## src/rtl/mandelbrot_frame_sched.sv

```systemverilog
// Raster-order frame sequencer around one shared combinational mandelbrot ALU.
// Optional cycle counter output frame_cycles enabled by defining MANDEL_SCHED_CYCLES_EN.
//
// state   | meaning
// S_IDLE  | config writable, waiting for start
// S_ITER  | iterating the current pixel, emitting results as they terminate
// S_DRAIN | last pixel loaded into the output slot, waiting for its handshake
module mandelbrot_frame_sched #(
    parameter int BITWIDTH = 10,
    parameter int CTRWIDTH = 7,
    parameter int HRES     = 640,
    parameter int VRES     = 480
) (
    input  logic                clk,
    input  logic                rst_n,
    input  logic                start,
    input  logic                abort,
    output logic                busy,
    input  logic                cfg_we,
    input  logic [1:0]          cfg_addr,
    input  logic [BITWIDTH-1:0] cfg_wdata,
    output logic [BITWIDTH-1:0] alu_cr,
    output logic [BITWIDTH-1:0] alu_ci,
    output logic [BITWIDTH-1:0] alu_zr,
    output logic [BITWIDTH-1:0] alu_zi,
    input  logic [BITWIDTH-1:0] alu_out_zr,
    input  logic [BITWIDTH-1:0] alu_out_zi,
    input  logic                alu_size,
    output logic                pix_valid,
    input  logic                pix_ready,
    output logic [CTRWIDTH-1:0] pix_ctr,
    output logic                pix_eol,
    output logic                pix_eof,
`ifdef MANDEL_SCHED_CYCLES_EN
    output logic [31:0]         frame_cycles,
`endif
    output logic                frame_done
);

    localparam int COLW = (HRES > 1) ? $clog2(HRES) : 1;
    localparam int ROWW = (VRES > 1) ? $clog2(VRES) : 1;
    localparam logic [COLW-1:0]     COL_LAST = COLW'(HRES - 1);
    localparam logic [ROWW-1:0]     ROW_LAST = ROWW'(VRES - 1);
    localparam logic [BITWIDTH-1:0] CR_RST   = {1'b1, {(BITWIDTH-1){1'b0}}};
    localparam logic [BITWIDTH-1:0] CI_RST   = BITWIDTH'(-(VRES / 2));

    typedef enum logic [1:0] {S_IDLE, S_ITER, S_DRAIN} state_t;

    state_t state, state_nxt;

    logic [BITWIDTH-1:0] cr_origin, ci_origin, step;
    logic [BITWIDTH-1:0] cr_origin_nxt, ci_origin_nxt, step_nxt;
    logic [CTRWIDTH-1:0] max_ctr, max_ctr_nxt;
    logic [BITWIDTH-1:0] cr, ci, zr, zi;
    logic [CTRWIDTH-1:0] ctr;
    logic [COLW-1:0]     col;
    logic [ROWW-1:0]     row;

    logic cfg_load, start_go, term, handshake, slot_free, emit, last_pix, drain_done;

    assign busy       = (state != S_IDLE);
    assign alu_cr     = cr;
    assign alu_ci     = ci;
    assign alu_zr     = zr;
    assign alu_zi     = zi;
    assign cfg_load   = (state == S_IDLE) && cfg_we;
    assign start_go   = (state == S_IDLE) && start && !abort;
    assign term       = alu_size || (ctr == max_ctr);
    assign handshake  = pix_valid && pix_ready;
    assign slot_free  = !pix_valid || pix_ready;
    assign emit       = (state == S_ITER) && term && slot_free && !abort;
    assign last_pix   = (col == COL_LAST) && (row == ROW_LAST);
    assign drain_done = (state == S_DRAIN) && handshake && !abort;

    // Written config is visible to a start in the same cycle.
    always_comb begin
        cr_origin_nxt = cr_origin;
        ci_origin_nxt = ci_origin;
        step_nxt      = step;
        max_ctr_nxt   = max_ctr;
        if (cfg_load) begin
            case (cfg_addr)
                2'd0:    cr_origin_nxt = cfg_wdata;
                2'd1:    ci_origin_nxt = cfg_wdata;
                2'd2:    step_nxt      = cfg_wdata;
                default: max_ctr_nxt   = cfg_wdata[CTRWIDTH-1:0];
            endcase
        end
    end

    always_comb begin
        state_nxt = state;
        case (state)
            S_IDLE:  if (start_go) state_nxt = S_ITER;
            S_ITER:  if (emit && last_pix) state_nxt = S_DRAIN;
            S_DRAIN: if (handshake) state_nxt = S_IDLE;
            default: state_nxt = S_IDLE;
        endcase
        if (abort) state_nxt = S_IDLE;
    end

    always_ff @(posedge clk or negedge rst_n) begin
        if (!rst_n) state <= S_IDLE;
        else        state <= state_nxt;
    end

    always_ff @(posedge clk or negedge rst_n) begin
        if (!rst_n) begin
            cr_origin  <= CR_RST;
            ci_origin  <= CI_RST;
            step       <= BITWIDTH'(1);
            max_ctr    <= '1;
            cr         <= '0;
            ci         <= '0;
            zr         <= '0;
            zi         <= '0;
            ctr        <= '0;
            col        <= '0;
            row        <= '0;
            pix_valid  <= 1'b0;
            pix_ctr    <= '0;
            pix_eol    <= 1'b0;
            pix_eof    <= 1'b0;
            frame_done <= 1'b0;
        end else begin
            cr_origin  <= cr_origin_nxt;
            ci_origin  <= ci_origin_nxt;
            step       <= step_nxt;
            max_ctr    <= max_ctr_nxt;
            frame_done <= drain_done;

            if (abort) begin
                pix_valid <= 1'b0;
            end else if (emit) begin
                pix_valid <= 1'b1;
                pix_ctr   <= ctr;
                pix_eol   <= (col == COL_LAST);
                pix_eof   <= last_pix;
            end else if (handshake) begin
                pix_valid <= 1'b0;
            end

            if (start_go) begin
                cr  <= cr_origin_nxt;
                ci  <= ci_origin_nxt;
                zr  <= '0;
                zi  <= '0;
                ctr <= '0;
                col <= '0;
                row <= '0;
            end else if ((state == S_ITER) && !abort && !term) begin
                zr  <= alu_out_zr;
                zi  <= alu_out_zi;
                ctr <= ctr + 1'b1;
            end else if (emit) begin
                zr  <= '0;
                zi  <= '0;
                ctr <= '0;
                if (col == COL_LAST) begin
                    col <= '0;
                    cr  <= cr_origin;
                    ci  <= ci + step;
                    row <= row + 1'b1;
                end else begin
                    col <= col + 1'b1;
                    cr  <= cr + step;
                end
            end
        end
    end

`ifdef MANDEL_SCHED_CYCLES_EN
    always_ff @(posedge clk or negedge rst_n) begin
        if (!rst_n)        frame_cycles <= '0;
        else if (start_go) frame_cycles <= '0;
        else if (busy)     frame_cycles <= frame_cycles + 32'd1;
    end
`endif

endmodule
```

## config.mk

```make
export PLATFORM = sky130hd
export DESIGN_NAME = mandelbrot_frame_sched
export DESIGN_NICKNAME = d
export VERILOG_FILES = /design/src/rtl/mandelbrot_frame_sched.sv
export SDC_FILE = /design/constraint.sdc
export NUM_CORES = 1
export LEC_CHECK = 0
export CORE_AREA = 2 2 142 144
export DETAILED_ROUTE_END_ITERATION = 6
export DIE_AREA = 0 0 144 146
export GPL_ROUTABILITY_DRIVEN = 0
export PLACE_DENSITY_LB_ADDON = 0.15
export SLEW_MARGIN = 20
export SYNTH_ARGS = -nofsm -noshare
export SYNTH_HDL_FRONTEND = slang
export SYNTH_SLANG_ARGS = --single-unit
```

## constraint.sdc

```tcl
create_clock -name clk -period 3.4 [get_ports clk]
set_input_delay 0.51 -clock clk [delete_from_list [all_inputs] [get_ports clk]]
set_output_delay 0.51 -clock clk [all_outputs]
set_load 0.01 [all_outputs]
```

## Word level (Yosys, flattened, before mapping)

Cells that the tools add are included.

- Magnitude comparators: 0
- Reductions and logical operators: 32
- Mux-type cells: 36
- Equal/unequal tests: 11
- Div/mod/pow operators: 0
- Multipliers: 0
- $add $sub $neg: 5
- Shift operators: 0
- Bitwise gates (word level): 2

Operators with widths:

| cell | number |
|---|---|
| 10-bit two-way mux | 21 |
| 9-bit two-way mux | 4 |
| 7-bit two-way mux | 3 |
| 10-bit adder | 2 |
| 1-bit logical AND | 13 |
| 10-bit by 1-bit adder with 10-bit output (second input constant) | 1 |
| 10-bit equality test (second input constant) | 1 |
| 9-bit by 1-bit adder with 9-bit output (second input constant) | 1 |
| 9-bit equality test (second input constant) | 1 |
| 2-bit two-way mux | 4 |
| 2-bit AND reduction | 4 |
| 7-bit by 1-bit adder with 7-bit output (second input constant) | 1 |
| 7-bit equality test | 1 |
| 3-bit != test (second input constant) | 2 |
| 2-bit case mux with 3 select lines | 1 |
| 3-bit AND reduction | 2 |
| 2-bit nonzero test | 3 |
| 3-bit nonzero test | 2 |
| 2-bit by 1-bit equality test with 1-bit output (second input constant) | 2 |
| 2-bit equality test (second input constant) | 2 |
| 2-bit zero test | 2 |
| 1-bit zero test | 3 |
| 1-bit two-way mux | 3 |
| 3-bit by 2-bit != test with 1-bit output (second input constant) | 1 |
| other kinds (4) | 6 |

- Bits in read-only memories: 0
- Latch bits: 0
- Memory bits (writable): 0
- Flip-flop bits (word level): 116
- Memories: 0

## Longest topological paths before layout

- Depth after elaboration: 9
- Depth in mapped cells: 9
- Gate-level depth less buffers: 8

## Worst setup path after synthesis

No wires, ideal clock.

- Kind: reg-to-reg
- Start point: register cr[0] (netlist: alu_cr[0])
- End point: register cr[8] (netlist: alu_cr[8])
- Stages on the path, launching flop included: 9
- Slack: 1.213 ns
- Setup time: 0.135 ns
- Data arrival time: 2.052 ns
- Cells stage by stage: dfrtp_1 > ha_1 > fa_1 > a21o_1 > a211oi_1 > nor2_1 > o41ai_1 > xor2_1 > o211ai_1

- Longest elaborated chain between the ends: 5

RTL lines:

| what | RTL line | source |
|---|---|---|
| start, declared | 54 | `logic [BITWIDTH-1:0] cr, ci, zr, zi;` |
| start signal, assigned | 144 | `cr <= cr_origin_nxt;` |
| start signal, assigned | 161 | `cr <= cr_origin;` |
| start signal, assigned | 166 | `cr <= cr + step;` |
| 10-bit adder | 166 |  |
| 10-bit two-way mux | 159 | `if (col == COL_LAST) begin` |
| 10-bit two-way mux | 155 | `end else if (emit) begin` |
| 10-bit two-way mux | 151 | `end else if ((state == S_ITER) && !abort && !term) begin` |
| 10-bit two-way mux | 143 | `if (start_go) begin` |

Every way passes these cells. The select of a mux whose other input is x is not followed.
A chain may end at the register's enable or synchronous reset.

## Worst setup path in the final report

- Start point: register max_ctr[0]
- End point: register ctr[4]

- Longest elaborated chain between the ends: 6
- Elaborated cells between the ends (all ways): 10
- Classes of those cells: 1 x eq/ne; 2 x mux; 7 x reduce/logical

RTL lines:

| what | RTL line | source |
|---|---|---|
| start, declared | 53 | `logic [CTRWIDTH-1:0] max_ctr, max_ctr_nxt;` |
| start signal, assigned | 129 | `max_ctr <= max_ctr_nxt;` |
| 7-bit equality test * | 68 | `assign term = alu_size \|\| (ctr == max_ctr);` |
| 1-bit logical OR * | 68 |  |
| 1-bit zero test or 1-bit logical AND (tied branches) | 151, 71 |  |
| 1-bit logical AND, on equally long branches | 151, 71 |  |
| 7-bit two-way mux or 1-bit logical AND (tied branches) | 151, 71 |  |
| 7-bit two-way mux or 3-bit nonzero test (tied branches) | n/a |  |
| end signal, assigned | 154 | `ctr <= ctr + 1'b1;` |
| end, declared | 55 | `logic [CTRWIDTH-1:0] ctr;` |

Every way passes the cells marked *; elsewhere a longest branch is shown, timed or not.

==> results.sh <==
export IMPL_period_needed_ns=2.59
export IMPL_cts_inserted_buffers=17
export IMPL_start_util=0.300
export IMPL_reg2reg_slack_ns=0.81
export IMPL_reg2reg_from="max_ctr[0]$_DFFE_PN1P_"
export IMPL_place_hpwl_mm=11.4
export IMPL_antennaDiodeCount=0
export IMPL_drc=0
export IMPL_die_h_um=146
export IMPL_met1_length_mm=7.45
export IMPL_layout_drive_gt1_share=0.162
export IMPL_finalWirelength_mm=15.8
export IMPL_whs_ns=0.209
export IMPL_avgRoutedWirePerCell_um=17.3
export IMPL_fin_util=0.393
export IMPL_grt_pass1_wl_mm=25.7
export IMPL_reg2reg_depth=6
export IMPL_cts_root_buf="clkbuf_16"
export IMPL_htree_num_levels=4
export IMPL_avgSynthCellArea_um2=10.9
export IMPL_startpoint_type="flop"
export IMPL_fin_tns_setup_ns=0
export IMPL_viasPerCell=4.92
export IMPL_cts_buffer_depth=2
export IMPL_synth_adder_area_share=0.0522
export IMPL_power_density_nw_per_um2=689
export IMPL_die_x_um=144
export IMPL_cp_end_kind="flop"
export IMPL_p_total_w=0.00523
export IMPL_rsz0062_at_grt="no"
export IMPL_timing_worst_setup_path_type="flop to flop"
export IMPL_vias=4496
export IMPL_synth_top_area_share=0.449
export IMPL_synth_top_family_by_area="compound AO/OA/AOI/OAI gates"
export IMPL_io_buffers=90
export IMPL_rows=51
export IMPL_setup_viol=0
export IMPL_p_sw_w=0.00165
export IMPL_holdBufCountCts=0
export IMPL_synth_compound_area_frac=0.157
export IMPL_drtIter0Drc=218
export IMPL_clkTransAtPathRegs_ns=0.05
export IMPL_firstDrtPassIters=4
export IMPL_swShare=0.316
export IMPL_tightest_slew_ns=0.906
export IMPL_ir_drop_mv=0.400
export IMPL_dr_wl_met3_um=499
export IMPL_cts_resized=0
export IMPL_synth_area_um2=5800
export IMPL_yosys_area_share_simple=0.147
export IMPL_clk_insertion_delay_late_ns=0.42
export IMPL_ys_top_cells_by_area="dfrtp_1, mux2_2, dfstp_2"
export IMPL_hp_class="input port to async pin"
export IMPL_synth_distinct_cells=61
export IMPL_yosysTopAreaCell="dfrtp_1"
export IMPL_finalHoldViolCount=0
export IMPL_cts_sinks=116
export IMPL_synth_cells=530
export IMPL_power_frac_seq=0.363
export IMPL_grt_use_total=0.160
export IMPL_slew_headroom=0.396
export IMPL_post_cts_repair_setup_buffers=0
export IMPL_r2r_end="ctr[4]$_DFFE_PN0P_"
export IMPL_synthMuxAreaShare=0.0807
export IMPL_final_nets=697
export IMPL_num_io_pins=91
export IMPL_async_flop_share=1.00
export IMPL_fmax_ghz=0.387
export IMPL_postPlaceCellArea_um2=7060
export IMPL_slew_violations=0
export IMPL_grt_overflow=0
export IMPL_synth_xor_area_share=0.0423
export IMPL_ys_seq_elements=116
export IMPL_clock_skew_ns=0.00830
export IMPL_met2_length_mm=7.62
export IMPL_postRouteAntennaNets=0
export IMPL_die_area_um2=21000
export IMPL_first_global_vias=4651
export IMPL_status="completed"
export IMPL_fin_area_um2=7590
export IMPL_syn_nets=592
export IMPL_fin_crit_sh=0.761
export IMPL_ys_warn_count=0
export IMPL_cp_required_ns=3.73
export IMPL_antenna_found_initial=0
export IMPL_cts_tree="done"
export IMPL_grt_max_degree=68
export IMPL_p_clk_frac=0.313
export IMPL_core_area_um2=19300
export IMPL_comb_power_share=0.324
export IMPL_synth_edf_count=0
export IMPL_internal_power_w=0.00358
export IMPL_max_cap_viol_count=0
export IMPL_crit_start="max_ctr[0]$_DFFE_PN1P_"
export IMPL_p_leak_nw=3.29
export IMPL_cp_data_arrival_time_ns=2.92
export IMPL_cp_max_fo=16
export IMPL_ys_seq_area_frac=0.503
export IMPL_maxUsedRoutingLayer="met4"
export IMPL_synth_ff_type="dfrtp_1"
export IMPL_area_growth_pct=31.0
[through the flow]
step | setup WS (ns) | instances
2_1_floorplan | 1.21 | 530
3_3_place_gp | 0.509 | 881
3_5_place_dp | 0.489 | 881
4_1_cts | 0.750 | 913
5_1_grt | 0.591 | 913
6_report | 0.814 | 913
[synthesized netlist by cell type, drive strengths merged, types with 2 or more instances]
master	number
a22oi	6
nor3b	3
nor2	41
nand4b	2
fa	2
or4	3
clkbuf	7
a31oi	6
nand3b	2
a22o	24
inv	7
a211oi	6
and3	4
o22ai	6
o211ai	8
or3	5
nand3	18
and2	2
o21ai	22
a21oi	27
mux2i	4
nand2	61
dfstp	12
mux2	38
nand4	6
a21o	9
nor2b	3
nor3	10
xnor2	11
ha	21
dfrtp	104
o21bai	3
xor2	17
nand2b	3
a221o	3
buf	9
o31ai	2
and4	2
[routing by layer]
metal  up-vias  global-route usage
met2        69               0.253
met1      2256               0.216
met3        16              0.0365
li1       2155                   -
met5         -                   0
met4         0              0.0495
[how the worst max path moves through the flow]
stage	endpoint	slack (ns)	depth (start not counted)
after floorplan	alu_cr[8]$_DFFE_PN0P_	1.21	8
after global placement	alu_ci[9]$_DFFE_PN0P_	0.51	6
after detailed placement	alu_ci[9]$_DFFE_PN0P_	0.49	7
after CTS	ctr[4]$_DFFE_PN0P_	0.75	6
after global routing	ctr[3]$_DFFE_PN0P_	0.59	6
final	ctr[4]$_DFFE_PN0P_	0.81	6
[sequential cells by signal, summed over array words and instances (netlist names), 7 cells and up]
register	count
alu_ci	10
alu_cr	10
alu_zi	10
alu_zr	10
ci_origin	10
col	10
cr_origin	10
ctr	7
max_ctr	7
pix_ctr	7
row	9
step	10
[kinds of logic after synthesis]
kind of cell / count (synthesis)
AO/OA/AOI/OAI: 129
AND/OR/NAND/NOR: 169
XOR/XNOR: 28
multiplexers: 42
buffers and inverters: 23
adder cells (fa/ha/maj): 23
flip-flops: 116
[critical path, cell delays in order, from the launching register on]
cell	delay, ns
dfstp_2	0.54
xor2_1	0.23
nor4_4	0.10
a21o_2	0.34
a21oi_2	0.69
o21ai_0	0.35
a31oi_1	0.25
[cell usage in the layout, fill, tap and decap left out, drive strengths merged, types with 4 or more instances in the layout]
cell type / n
a31oi: 6
inv: 7
nand2: 61
nand4: 6
clkbuf: 26
a21o: 9
a22o: 24
a211oi: 6
dfstp: 12
mux2i: 4
or3: 5
nor3: 10
and3: 4
buf: 13
ha: 21
nand3: 18
mux2: 38
o22ai: 6
dfrtp: 104
xor2: 17
clkdlybuf4s50: 89
o211ai: 8
nor2: 41
a21oi: 27
a22oi: 6
clkinv: 5
xnor2: 11
o21ai: 22
[final cells by class]
type | count | area (µm²)
inverters | 7 | 26.3
clock buffers | 26 | 479
clock inverters | 6 | 55.1
multi-input cells | 391 | 2780
flip-flops and latches | 116 | 2920
fillers | 1882 | 11700
repair buffers | 102 | 1000
well taps | 265 | 332
[power by group through the flow]
stage	Clock [W]	Combinational (W)	Sequential, W
floorplan	0	0.00107	0.00190
global placement	0	0.00168	0.00192
detailed placement	0	0.00171	0.00192
CTS	0.00168	0.00172	0.00190
global route	0.00174	0.00190	0.00194
finish	0.00164	0.00169	0.00190
(Power assumes the default switching activity.)
